===== src/rtl/counter_monitor.sv =====
// Watches an external up/down counter, tracks its expected value and
// scores each observed count against that prediction until NUM_CHECKS compares.
//
// state  | meaning
// IDLE   | waiting for the observed counter to be reset
// SYNC   | observed counter in reset, model tracking, no compares
// CHECK  | one compare per cycle against the model
// DONE   | run complete, everything frozen until rst
module counter_monitor #(
  parameter int WIDTH      = 4,
  parameter int NUM_CHECKS = 16
) (
  input  logic             clk,
  input  logic             rst,
  input  logic             m_rst_n,
  input  logic             m_en,
  input  logic             m_up_dn,
  input  logic [WIDTH-1:0] m_count,
  output logic [WIDTH-1:0] exp_count,
  output logic             mismatch,
  output logic [7:0]       err_cnt,
  output logic [15:0]      chk_cnt,
  output logic [WIDTH-1:0] first_err_exp,
  output logic [WIDTH-1:0] first_err_act,
  output logic             done,
  output logic             pass
);

  localparam logic [1:0] S_IDLE  = 2'd0;
  localparam logic [1:0] S_SYNC  = 2'd1;
  localparam logic [1:0] S_CHECK = 2'd2;
  localparam logic [1:0] S_DONE  = 2'd3;

  localparam logic [15:0] CHK_LAST = 16'(NUM_CHECKS);

  logic [1:0]       state;
  logic [1:0]       state_nxt;
  logic [WIDTH-1:0] exp_nxt;
  logic [15:0]      chk_inc;
  logic             cmp_fail;

  always_comb begin
    exp_nxt = exp_count;
    if (!m_rst_n)
      exp_nxt = '0;
    else if (m_en)
      exp_nxt = m_up_dn ? exp_count + WIDTH'(1) : exp_count - WIDTH'(1);
  end

  assign chk_inc  = chk_cnt + 16'd1;
  assign cmp_fail = (state == S_CHECK) && (m_count != exp_count);

  // Reaching the compare budget wins over a concurrent observed-counter reset.
  always_comb begin
    state_nxt = state;
    case (state)
      S_IDLE:  if (!m_rst_n) state_nxt = S_SYNC;
      S_SYNC:  if (m_rst_n) state_nxt = S_CHECK;
      S_CHECK: begin
        if (chk_inc == CHK_LAST)
          state_nxt = S_DONE;
        else if (!m_rst_n)
          state_nxt = S_SYNC;
      end
      default: state_nxt = S_DONE;
    endcase
  end

  always_ff @(posedge clk or posedge rst) begin
    if (rst) begin
      state         <= S_IDLE;
      exp_count     <= '0;
      mismatch      <= 1'b0;
      err_cnt       <= 8'd0;
      chk_cnt       <= 16'd0;
      first_err_exp <= '0;
      first_err_act <= '0;
    end else begin
      state    <= state_nxt;
      mismatch <= cmp_fail;
      if (state == S_SYNC || state == S_CHECK)
        exp_count <= exp_nxt;
      if (state == S_CHECK)
        chk_cnt <= chk_inc;
      if (cmp_fail) begin
        if (err_cnt != 8'hFF)
          err_cnt <= err_cnt + 8'd1;
        // err_cnt never returns to zero once counting, so zero marks the first failure
        if (err_cnt == 8'd0) begin
          first_err_exp <= exp_count;
          first_err_act <= m_count;
        end
      end
    end
  end

  assign done = (state == S_DONE);
  assign pass = done && (err_cnt == 8'd0);

endmodule


===== config.mk =====
export PLATFORM = sky130hd
export DESIGN_NAME = counter_monitor
export DESIGN_NICKNAME = d
export VERILOG_FILES = /design/src/rtl/counter_monitor.sv
export SDC_FILE = /design/constraint.sdc
export NUM_CORES = 1
export LEC_CHECK = 0
export CAP_MARGIN = 0
export CORE_ASPECT_RATIO = 1.75
export CORE_MARGIN = 1
export CORE_UTILIZATION = 50
export DETAILED_ROUTE_END_ITERATION = 8
export PLACE_DENSITY_LB_ADDON = 0.15
export SYNTH_ARGS = -nofsm -noshare
export SYNTH_HDL_FRONTEND = slang
export SYNTH_SLANG_ARGS = --single-unit

===== constraint.sdc =====
create_clock -name clk -period 2.65 [get_ports clk]
set_clock_uncertainty 0.15 [all_clocks]
set_input_delay 0.795 -clock clk [delete_from_list [all_inputs] [get_ports clk]]
set_output_delay 0.795 -clock clk [all_outputs]
set_load 0.02 [all_outputs]

* Word level (Yosys, flattened, before mapping)
Cells that the tools add are included.
** Storage, ports and cells
- Flip-flop bits (word level) :: 39
- Output and inout port bits :: 39
** Cells by class
- Add/sub/neg operators :: 4
- Equality and inequality tests :: 8
- Multiplexer cells :: 7
- Reductions and logical operators :: 8
** Operators by type and width (count)
- $add 16x1->16 const B :: 1
- $eq 16x5->1 const B :: 1
- $mux 4 :: 3
- $add 8x1->8 const B :: 1
- $logic_not 8->1 :: 1
- $ne 8x8->1 const B :: 1
- $mux 2 :: 3
- $pmux 2 s3 :: 1
- $reduce_and 2->1 :: 3
- $add 4x1->4 const B :: 1
- $eq 2x2->1 const B :: 2
- $ne 4x4->1 :: 1
- $sub 4x1->4 const B :: 1
- $eq 2x1->1 const B :: 1
- $logic_and 1x1->1 :: 2
- $logic_not 2->1 :: 1
- $ne 2x1->1 const B :: 1
- $ne 2x2->1 const B :: 1
- $logic_or 1x1->1 :: 1

* Longest topological paths before layout
Gate-level depths: netlist of run 1.
- Depth in word-level cells :: 4
- Mapped depth :: 8
- Mapped depth without buffers :: 7

* Worst setup path before layout of run 1
OpenSTA, ideal clock, no wires.
- Path kind :: flip-flop to output port
- Start :: register err_cnt[0]
- End :: output pass
- Data arrival time :: 1.594 ns
- Slack :: 0.111 ns
- Cell stages (with the launch flop) :: 6
- Path through :: dfrtp_1 > inv_1 > ha_1 > or4b_1 > nor4_1 > and2_1
** On the way
- Word-level cells in the longest chain between the ends :: 2
** Ends and longest elaborated chain
- start, declared :: RTL line 21 : output logic [7:0] err_cnt,
- start signal, assigned :: RTL line 87 : err_cnt <= err_cnt + 8'd1;
- $logic_not 8->1 :: RTL line 98 : assign pass = done && (err_cnt == 8'd0);
- $logic_and 1x1->1 :: RTL line 98
- end, declared :: RTL line 26 : output logic pass
No other way between the ends.

* Worst setup path in the final report of run 1
- Start :: register err_cnt[1]
- End :: output pass
The elaborated chain is that of the path after synthesis.

==> flow_summary.toml, run 1 <==
[setup_path]
setup.worst_path.start_class = "register"
startpoint = "err_cnt[1]"
cp_max_fo = 2
cp_data_required_time_ps = 1710
rr_endpoint = "first_err_act[2]"
critical_path_class = "register to output port"
worstPathArrival_ps = 1780
cp-end-kind = "output port"
regToRegSetupSlack_ps = 310
worstReg2RegStart = "err_cnt[1]"
reg2regPathDepth = 7

[run_status]
violations = "setup timing"
status = "finished with violations"

[detailed_routing]
routed_wl_mm = 4.63
dr.first_iter.drc_count = 19
num_vias = 1696
vias_per_cell = 5.49
drc = 0
drtPass1Iterations = 5
ant_nets = 0
wire_per_inst_um = 15.0

[yosys]
syn-num-nets = 216
yosysWarnings = 0
syn_avg_cell_area_sq_um = 10.6
syn-instance-count = 197
synth_cell_type_count = 38
synth_ff_type = "dfrtp_1"
synth-edff-count = 0
yosysTopAreaCell = "dfrtp_1"
synth_area_sq_um = 2090
ys_ff_latch = 39
ys_async_sr_fraction_pct = 100
ys_seq_area_share_pct = 46.7
synth_top_area_share_pct = 46.7
ys_top_cells_by_area = "dfrtp_1, xnor2_1, ha_1, mux2_2, xor2_1"

[placement]
dp_hpwl_mm = 3.32
dp_slack_ps = -296
io_buffer_count = 47
dpl.cell_count = 299
gp_congestion = 0.738

[floorplan]
initial_core_util_pct = 53.0
num_rows = 30
die_w_um = 50.9
core_area_sq_um = 3940
die_h_um = 87.5
ios = 48
dieArea_sq_um = 4450

[global_route]
grt_usage_pct = 23.6
grt_start_max_net_pins = 40
antenna_found_initial = 0
grt-ovfl-total = 0
grt_pass1_vias = 1730
grt_pass1_wl_mm = 7.78

[cts]
root_buffer = "clkbuf_8"
clk_path_buf_depth = 2
numCtsBuffers = 5
cts.clk_slew.worst_paths_ps = 70
cts_sinks = 39
htreeDepth = 2
clock_latency_ps = 290
tritoncts = "built"
cts_hold_buf = 0

[timing]
drv_slew = 0
tightest_slew_ps = 505
hold_viol_final = 0
rsz0062_at_grt = "yes"
slew_headroom_pct = 66.3
setup_violations = 1
setup_ws_ps = -78.3
finalCritPeriodShare_pct = 103
post-route-min-period_ps = 2730
max_freq_ghz = 0.367

[layout]
syn_to_final_growth_pct = 35.4
fin_util_pct = 71.8
final_cells = 309
fin_nets = 281
drive_gt1_share_pct = 15.7
antenna_cells = 0
fillCellCount = 322
layout_common_cells = "clkdlybuf4s50_1, dfrtp_1, xnor2_1"
layout.cells.most_common = "clkdlybuf4s50_1"

[worst_hold_path]
min_path_cells = 1
whs_endpoint = "first_err_act[1]"
min-delay-start = "first_err_act[1]"
hold_class = "register to register"

[power_and_ir_drop]
peakVddDrop_uv = 933
powerDensity_nw_per_um2 = 1040
p_leak_nw = 1.25

[job]
timing.max_cap.violations = 0
[worst max-delay path, cell delays in order, from the launching register on]
cell     delay, ps
dfrtp_1        390
inv_2           80
ha_4           120
or4b_4         460
nor4_4         150
and2_1         170
buf_6          110
[per-layer routing]
metal  global-route usage [%]  routed length [um]
met1                     24.2                1790
met2                     44.4                2620
met3                     4.86                 136
met4                     11.4                  86
met5                        0                   0
[where the power goes]
group          switching (W)  internal, W
sequential          0.000233     0.000795
combinational       0.000750     0.000811
clock               0.000188     0.000175
total                0.00117      0.00178
[cell families after synthesis]
| logic type | count (synthesis) | share of synthesized area (%) |
|---|---|---|
| adder cells (fa/ha/maj) | 10 | 6.34 |
| buffers and inverters | 17 | 3.41 |
| XOR/XNOR | 31 | 13.0 |
| flip-flops | 39 | 46.7 |
| AND/OR/NAND/NOR | 67 | 18.1 |
| AO/OA/AOI/OAI | 23 | 7.18 |
| multiplexers | 10 | 5.33 |
[worst max-delay path by stage]
stage          slack, ps  endpoint
2_1_floorplan        110      pass
3_3_place_gp        -230      pass
3_5_place_dp        -300      pass
4_1_cts             -200      pass
5_1_grt             -150      pass
6_report             -80      pass
[final cells by class]
cell class,count,area [sq um],area share (%)
Clock buffer,6,72.6,2.56
Timing Repair Buffer,65,609,21.5
Tap cell,48,60.1,2.12
Sequential cell,39,976,34.5
Multi-Input combinational cell,141,1070,38.0
Inverter,10,37.5,1.33
[state kept, by name, indices dropped and copies added, names as in the netlist]
register and flops:
chk_cnt 16, err_cnt 8, exp_count 4, first_err_act 4, first_err_exp 4, state 2
mismatch 1
[through the flow]
stage | hold WS, ps | instance area [sq um] | TNS (ps) | power (W)
2_1_floorplan | 409 | 2090 | 0 | 0.00185
3_3_place_gp | 340 | 2690 | -1610 | 0.00247
3_5_place_dp | 345 | 2690 | -1820 | 0.00252
4_1_cts | 360 | 2810 | -197 | 0.00296
5_1_grt | 376 | 2830 | -150 | 0.00315
6_report | 356 | 2830 | -78.3 | 0.00295
[repair_timing]
action / 4_1_cts / 5_1_grt
resized for setup: 13 / 1
hold endpoints to repair: 0 / 0
setup buffers: 2 / 2
setup endpoints to repair: 1 / 2
pin swaps: 3 / 2
[cells in the mapped netlist (all sizes together) (2+ instances only)]
cell	number
and3	3
nor3	3
nand3b	2
ha	9
nor4b	2
nor4	2
mux2	9
buf	2
o21ai	9
a21oi	5
nand4	10
dfrtp	39
and2	2
or2	2
and4	3
xnor2	20
clkbuf	5
nor2	7
xor2	11
nand3	11
or4b	2
inv	10
nand2	14
(Power assumes the default switching activity.)
==> run 2, diff against run 1 <==
- CORE_UTILIZATION: 50 -> 30
- HOLD_SLACK_MARGIN: not set -> 0.15
==> run 2 against run 1 <==
The flow still finishes with violations (setup timing). Register-to-register slack better by 110 ps. Sequential share of layout area fell by 1.2 points. First-iteration DRC count rose to 3.2 times the previous value. Largest cell class unchanged. Clock-buffer cell count stayed put. Critical path depth unchanged. Non-clock buffer count is the same. Critical endpoint unchanged. Sequential cell count stayed put. Final cell count increased by 11%. Cell area increased by 3.6%. Setup slack improved by 33 ps.
==> flow_summary.toml, run 2 (synthesis gave the netlist of run 1 again) <==
[run_status]
status = "finished with violations"
violations = "setup timing"

[detailed_routing]
drc = 0
num_vias = 1714
routed_wl_mm = 4.83
drtPass1Iterations = 4
wire_per_inst_um = 14.1
ant_nets = 0
dr.first_iter.drc_count = 61
vias_per_cell = 5.00

[cts]
cts_hold_buf = 0
clock_latency_ps = 270
htreeDepth = 2
root_buffer = "clkbuf_16"
tritoncts = "built"
cts_sinks = 39
numCtsBuffers = 5
clk_path_buf_depth = 2
cts.clk_slew.worst_paths_ps = 50

[timing]
drv_slew = 0
post-route-min-period_ps = 2700
hold_ws_ps = 354
hold_viol_final = 0
tightest_slew_ps = 502
finalCritPeriodShare_pct = 102
max_freq_ghz = 0.371
setup_violations = 1
slew_headroom_pct = 66.5
setup_ws_ps = -45.8
fin_tns_setup_ps = -45.8
rsz0062_at_grt = "yes"

[setup_path]
crit_buf_inv = 2
setup.worst_path.start_class = "register"
startpoint = "err_cnt[1]"
worstReg2RegStart = "err_cnt[1]"
slowest_delay_ps = 460
critical_path_class = "register to output port"
cp_max_fo = 2
crit_family = "simple AND/OR/NAND/NOR gates"
cp_data_required_time_ps = 1710
worstPathArrival_ps = 1750
cp-end-kind = "output port"
cp_cell_sequence = "inv_2, ha_4, or4b_4, nor4_4, and2_1, buf_6"
slowest_stage = "or4b_4"

[layout]
postLayoutCellArea_sq_um = 2930
drive_gt1_share_pct = 16.1
layout.cells.most_common = "clkdlybuf4s50_1"
top_register = "chk_cnt"
syn_to_final_growth_pct = 40.2
fin_nets = 281
biggestRegsByFlops = "chk_cnt (16), err_cnt (8)"
fin_util_pct = 44.2
layout_common_cells = "clkdlybuf4s50_1, dfrtp_1, xnor2_1"
largest_reg_flops = 16
antenna_cells = 0

[floorplan]
die_w_um = 65.1
initial_core_util_pct = 31.5
ios = 48
dieArea_sq_um = 7320
core_area_sq_um = 6640
die_h_um = 112
num_rows = 39

[power_and_ir_drop]
peakVddDrop_uv = 490
p_leak_nw = 1.27
powerDensity_nw_per_um2 = 1070

[worst_hold_path]
hold_class = "register to register"
min-delay-start = "first_err_exp[0]"

[global_route]
grt_pass1_wl_mm = 8.22
antenna_found_initial = 0
grt-ovfl-total = 0
grt_start_max_net_pins = 40
grt_pass1_vias = 1722
grt_usage_pct = 14.6

[job]
timing.max_cap.violations = 0

[placement]
dp_hpwl_mm = 3.60
dp_slack_ps = -315
gp_congestion = 0.766
post_dp_cell_area_sq_um = 2740
io_buffer_count = 47
run 2: cell count changes in the layout (fill, tap and decap cells not counted):
cell | previous run | this run
clkbuf_8 | 5 | 0
ha_1 | 8 | 7
ha_2 | 0 | 1
clkbuf_16 | 0 | 5
run 2: area by class of cell:
cell class              count  area, sq um
well taps                  82          103
clock buffers               6          129
flip-flops and latches     39          976
fillers                   681         3700
repair buffers             65          609
multi-input cells         141         1080
inverters                  10         37.5
run 2: worst paths after layout:
path | slack [ps] | depth (start not counted) | end
worst max register to register | 420 | 6 | first_err_act[3]
max in group asynchronous | 1200 | 3 | exp_count[1]
worst min register to register | 350 | 1 | first_err_exp[0]
worst max-delay path | -50 | 6 | pass
min in group asynchronous | 800 | 3 | chk_cnt[5]
worst min-delay path | 350 | 1 | first_err_exp[0]
run 2: metal layers:
layer,wire [um],global-route usage [%],up-vias
met5,0,0,-
met4,87,5.94,0
met1,1810,15.9,837
met2,2760,27.2,42
li1,-,-,828
met3,178,2.13,7
run 2: what timing repair did:
action,CTS,global route
resized for setup,13,2
hold endpoints to repair,0,0
buffers inserted,2,1
pin swaps,1,2
endpoints found under the setup margin,1,2
run 2: stage by stage:
stage	total power, W	std cells
floorplan	0.00185	197
global placement	0.00252	334
detailed placement	0.00254	334
CTS	0.00317	342
global route	0.00337	343
finish	0.00314	343
run 2: worst register-to-register path, stage by stage (launching register included):
cell     delay (ps)
dfrtp_1         380
inv_2            80
ha_4            120
or4b_4          460
nor4_4          150
and2_1          380
mux2_2          380
run 2: power breakdown:
group	switching, W	internal, W
logic	0.000758	0.000809
registers	0.000229	0.000796
clock network	0.000209	0.000338
total	0.00120	0.00194
==> RTL edit 1: new RTL, config.mk and constraints of run 1 <==
The parameter `WIDTH` goes from 4 to 3.
--- a/src/rtl/counter_monitor.sv
+++ b/src/rtl/counter_monitor.sv
@@ -8,5 +8,5 @@
 // DONE   | run complete, everything frozen until rst
 module counter_monitor #(
-  parameter int WIDTH      = 4,
+  parameter int WIDTH      = 3,
   parameter int NUM_CHECKS = 16
 ) (
Interface: changed (resized exp_count, first_err_act, first_err_exp and m_count); port bits go from 48 to 44. The function was not compared with the original's and may differ.
==> RTL edit 1 against run 1 <==
  * Sequential cell count shrank 3
  * First-iteration DRC count grew 42%
  * Setup slack gained 0.17 ns
  * Power shrank 21%
  * Final area shrank 7.2%
  * Non-clock buffer count shrank 13
  * Routed wire length shrank 3.2%
  * Cell count shrank 6.5%
  * Synthesized area shrank 5.7%
  * Largest cell class unchanged
  * Largest power group unchanged
==> RTL edit 1: results (changes against run 1) <==
* Yosys cell types at 41 (+7.9%)
* Routed wire length at 4480 microns (-3.2%)
* Multiplexer area fraction after synthesis at 0.0451 (-0.00821)
* First-pass GRT wire length at 7690 microns (-1.2%)
* Detailed router's first-iteration violation count at 27 (+8)
* Seq/Total Area, Yosys at 0.457 (-0.00993)
* Post-CTS sizing at 3 (-10)
* Setup TNS Final at 0 ns (+0.0783 ns)
* Largest net degree at the start of global routing at 22 (-45%)
* Fraction of layout cells with a size suffix above 1 at 0.123 (-0.0336)
* Vias at 1,576 (-7.1%)
* Slew HR at 0.557 (-0.106)
* Max VDD drop at 0.651 mV (-30%)
* GRT Total Usage at 0.239 (+0.00301)
* Dpl ws at -0.0453 ns (+0.251 ns)
* IO buf count at 43 (-8.5%)
* Register area at 901 sq um (-7.7%)
* Post-DP HPWL at 3390 microns (+2.0%)
* Status: completed
* Post-CTS Setup Bufs at 0 (-2)
* Synth Area in Compound Gates at 0.0787 (+0.00687)
* Detailed-router iteration count before antenna repair at 4 (-1)
* Xor and xnor area share after synthesis at 0.129 (-0.00106)
* Post-synth net total at 204 (-5.6%)
* Adder-cell share of the synthesized area at 0.0546 (-0.00887)
* Fill cell count at 312 (-3.1%)
* Cell leakage power at 1.13 nW (-9.6%)
* Vias in the first global route at 1,722 (-0.46%)
* Top area cells in the synthesized netlist: dfrtp_1, xnor2_1, xor2_1
[RTL edit 1: cell count changes in the layout (fill, tap and decap cells not counted), moves of 3 or more]
cell,before,now
a21oi_1,5,2
buf_4,18,8
clkdlybuf4s50_1,45,42
dfrtp_1,39,36
inv_1,8,12
mux2_1,0,6
mux2_2,9,1
nand2_1,14,18
nand4_1,10,7
nor2_1,7,10
[RTL edit 1: stage by stage]
step	instances	hold WS, ns
2_1_floorplan	188	0.434
6_report	289	0.350
3_3_place_gp	281	0.324
4_1_cts	289	0.356
5_1_grt	289	0.361
3_5_place_dp	281	0.333
[RTL edit 1: final timing paths]
path	startpoint	endpoint	slack, ns	cells after the start
worst max-delay path	state[0]$_DFFE_PP0P_	done	0.09	2
worst min-delay path	first_err_exp[0]$_DFFE_PP0P_	first_err_exp[0]$_DFFE_PP0P_	0.35	1
worst max register to register	chk_cnt[0]$_DFFE_PP0P_	state[0]$_DFFE_PP0P_	0.59	7
worst min register to register	first_err_exp[0]$_DFFE_PP0P_	first_err_exp[0]$_DFFE_PP0P_	0.35	1
max in group asynchronous	rst	err_cnt[1]$_DFFE_PP0P_	1.06	3
min in group asynchronous	rst	state[1]$_DFFE_PP0P_	0.76	2
[RTL edit 1: area by class of cell]
class | instances | area share
Multi-Input combinational cell | 135 | 0.385
Sequential cell | 36 | 0.343
Timing Repair Buffer | 52 | 0.192
Clock buffer | 6 | 0.0276
Tap cell | 46 | 0.0219
Inverter | 12 | 0.0171
Clock inverter | 2 | 0.0133
[RTL edit 1: worst max-delay path, stage by stage, from the launching register on]
cell and delay, ns:
dfrtp_1 0.43, ha_1 0.27, clkdlybuf4s50_1 0.63
[RTL edit 1: kinds of logic (layout without fill, tap and decap cells)]
logic type / Yosys count / after routing
and+or+nand+nor: 71 / 71
DFF: 36 / 36
xor gates and xnor gates: 29 / 29
AOI/OAI and AO/OA: 19 / 19
buffers and inverters: 17 / 72
adders and majority gates: 8 / 8
muxes: 8 / 8
[RTL edit 1: routing by layer]
| metal | track usage | wire, microns | vias up |
|---|---|---|---|
| li1 | - | - | 757 |
| met1 | 0.232 | 1580 | 767 |
| met2 | 0.477 | 2650 | 41 |
| met3 | 0.0341 | 128 | 11 |
| met4 | 0.104 | 118 | 0 |
| met5 | 0 | 0 | - |
[RTL edit 1: report_power, final]
part	leakage, nW	switching, mW	internal (mW)
Clock	0.0552	0.194	0.279
Combinational	0.599	0.527	0.482
Sequential	0.474	0.164	0.674
==> RTL edit 2: new RTL, settings of run 1 <==
Without the edit above. Remove the register `mismatch`: a continuous assignment takes its place, so the output `mismatch` follows one clock earlier.
--- a/src/rtl/counter_monitor.sv
+++ b/src/rtl/counter_monitor.sv
@@ -71,5 +71,4 @@
       state         <= S_IDLE;
       exp_count     <= '0;
-      mismatch      <= 1'b0;
       err_cnt       <= 8'd0;
       chk_cnt       <= 16'd0;
@@ -78,5 +77,4 @@
     end else begin
       state    <= state_nxt;
-      mismatch <= cmp_fail;
       if (state == S_SYNC || state == S_CHECK)
         exp_count <= exp_nxt;
@@ -95,4 +93,6 @@
   end
 
+  assign mismatch = cmp_fail;
+
   assign done = (state == S_DONE);
   assign pass = done && (err_cnt == 8'd0);
Behaviour: not the same (a bounded check fails within 4 cycles, from zero or initial values and one cycle with rst high).
==> RTL edit 2 against run 1 <==
  * The run still ends with negative setup slack left
  * Sequential cell count shrank 1
  * Combinational power rose by 6%
  * Synthesized cell count down 0.51%
  * Setup slack improved by 0.0092 ns
  * Synthesized area down 1.2%
  * Clock power is essentially flat
  * Final area is 0.75% higher
  * Power grew 1.5%
  * Die area is 1.1% lower
  * Via count grew 0.71%
  * Routed wire length shrank 2.2%
  * Critical path type unchanged
==> RTL edit 2: results (changes against run 1) <==
* Buffers, non-clock at 70 (+7.7%)
* WS Path Type: reg -> out
* Detailed router's first-iteration violation count at 16 (-3)
* Dpl ws at -0.744 ns (-0.448 ns)
* Post-route worst setup slack at -0.0691 ns (+0.00925 ns)
* GRT Total Usage at 0.228 (-0.00755)
* Hold_sp: first_err_exp[3]$_DFFE_PP0P_
* Routed wire length at 4530 microns (-2.2%)
* Seq/total area at 0.333 (-0.0113)
* Detailed-router iteration count before antenna repair at 3 (-2)
* Fraction of layout cells with a size suffix above 1 at 0.199 (+0.0422)
* Vias per cell at 5.44 (-0.90%)
* Nets at 285 (+1.4%)
* Hold WS at 0.356 ns (+0.000215 ns)
* Flop-to-flop setup slack at 0.38 ns (+0.07 ns)
* Most frequent cells after synthesis: dfrtp_1, xnor2_1, nand2_1, nand3_1, xor2_1
* Clkbuf count at 7 (+1)
* Post-synth net total at 215 (-0.46%)
* Layout clock area frac at 0.0268 (+0.00113)
* First-pass GRT wire length at 7580 microns (-2.6%)
* Critical R2R Capture: first_err_exp[0]$_DFFE_PP0P_
* Seq/Total Area, Yosys at 0.460 (-0.00646)
* Vias at 1,708 (+0.71%)
* Worst R2R Path Depth at 6 (-1)
* Fill cell count at 302 (-6.2%)
* Inst Count DP at 304 (+1.7%)
* Status: complete, but fails checks
* Largest net degree at the start of global routing at 39 (-2.5%)
* Failing checks: negative setup slack
* Setup Viol. Count Final at 1 (unchanged)
* FFs & Latches at 38 (-2.6%)
* Reg2reg start: err_cnt[0]$_DFFE_PP0P_
* Multi-input combinational area share at 0.381 (+0.00112)
* Hold EP: first_err_exp[3]$_DFFE_PP0P_
* Buffer share of cell area at 0.225 (+0.00936)
* Top area cells in the synthesized netlist: dfrtp_1, xnor2_1, ha_1
* Worst Max-Slew Pin Slew at 0.471 ns (-0.0340 ns)
-- RTL edit 2: cell count changes after synthesis --
| cell | change |
|---|---|
| dfrtp_1 | -1 |
-- RTL edit 2: cell families after synthesis --
group | count (synthesis) | synth area share
simple gates | 67 | 0.183
flops | 38 | 0.460
xor+xnor | 31 | 0.131
compound gates | 23 | 0.0727
buf+inv | 17 | 0.0345
mux | 10 | 0.0539
fa+ha+maj | 10 | 0.0642
-- RTL edit 2: metrics by stage --
| step | cell area [sq um] | power, mW | utilization |
|---|---|---|---|
| floorplan | 2070 | 1.83 | - |
| global placement | 2710 | 2.52 | 0.695 |
| detailed placement | 2710 | 2.56 | 0.695 |
| CTS | 2810 | 2.98 | 0.720 |
| global route | 2850 | 3.21 | 0.730 |
| finish | 2850 | 3.00 | 0.730 |
-- RTL edit 2: routing by layer --
layer / global-route usage / routed length (microns)
met5: 0 / 0
met4: 0.0758 / 61
met3: 0.0366 / 129
met2: 0.451 / 2640
met1: 0.234 / 1700
-- RTL edit 2: repair_timing --
item / CTS / global route
cloned: 0 / 0
pin swaps: 1 / 2
resized for setup: 29 / 10
hold endpoints to repair: 0 / 0
setup endpoints to repair: 2 / 4
buffers inserted: 1 / 2
-- RTL edit 2: worst max-delay path, stage by stage (launching register included) --
cell     delay, ns
dfrtp_1       0.40
inv_2         0.09
ha_4          0.12
or4b_4        0.46
nor4_4        0.14
and2_1        0.17
buf_6         0.12
-- RTL edit 2: where the power goes --
group          switching (mW)  internal (mW)
Sequential              0.200          0.774
Combinational           0.797          0.864
Clock                   0.181          0.181
Total                    1.18           1.82
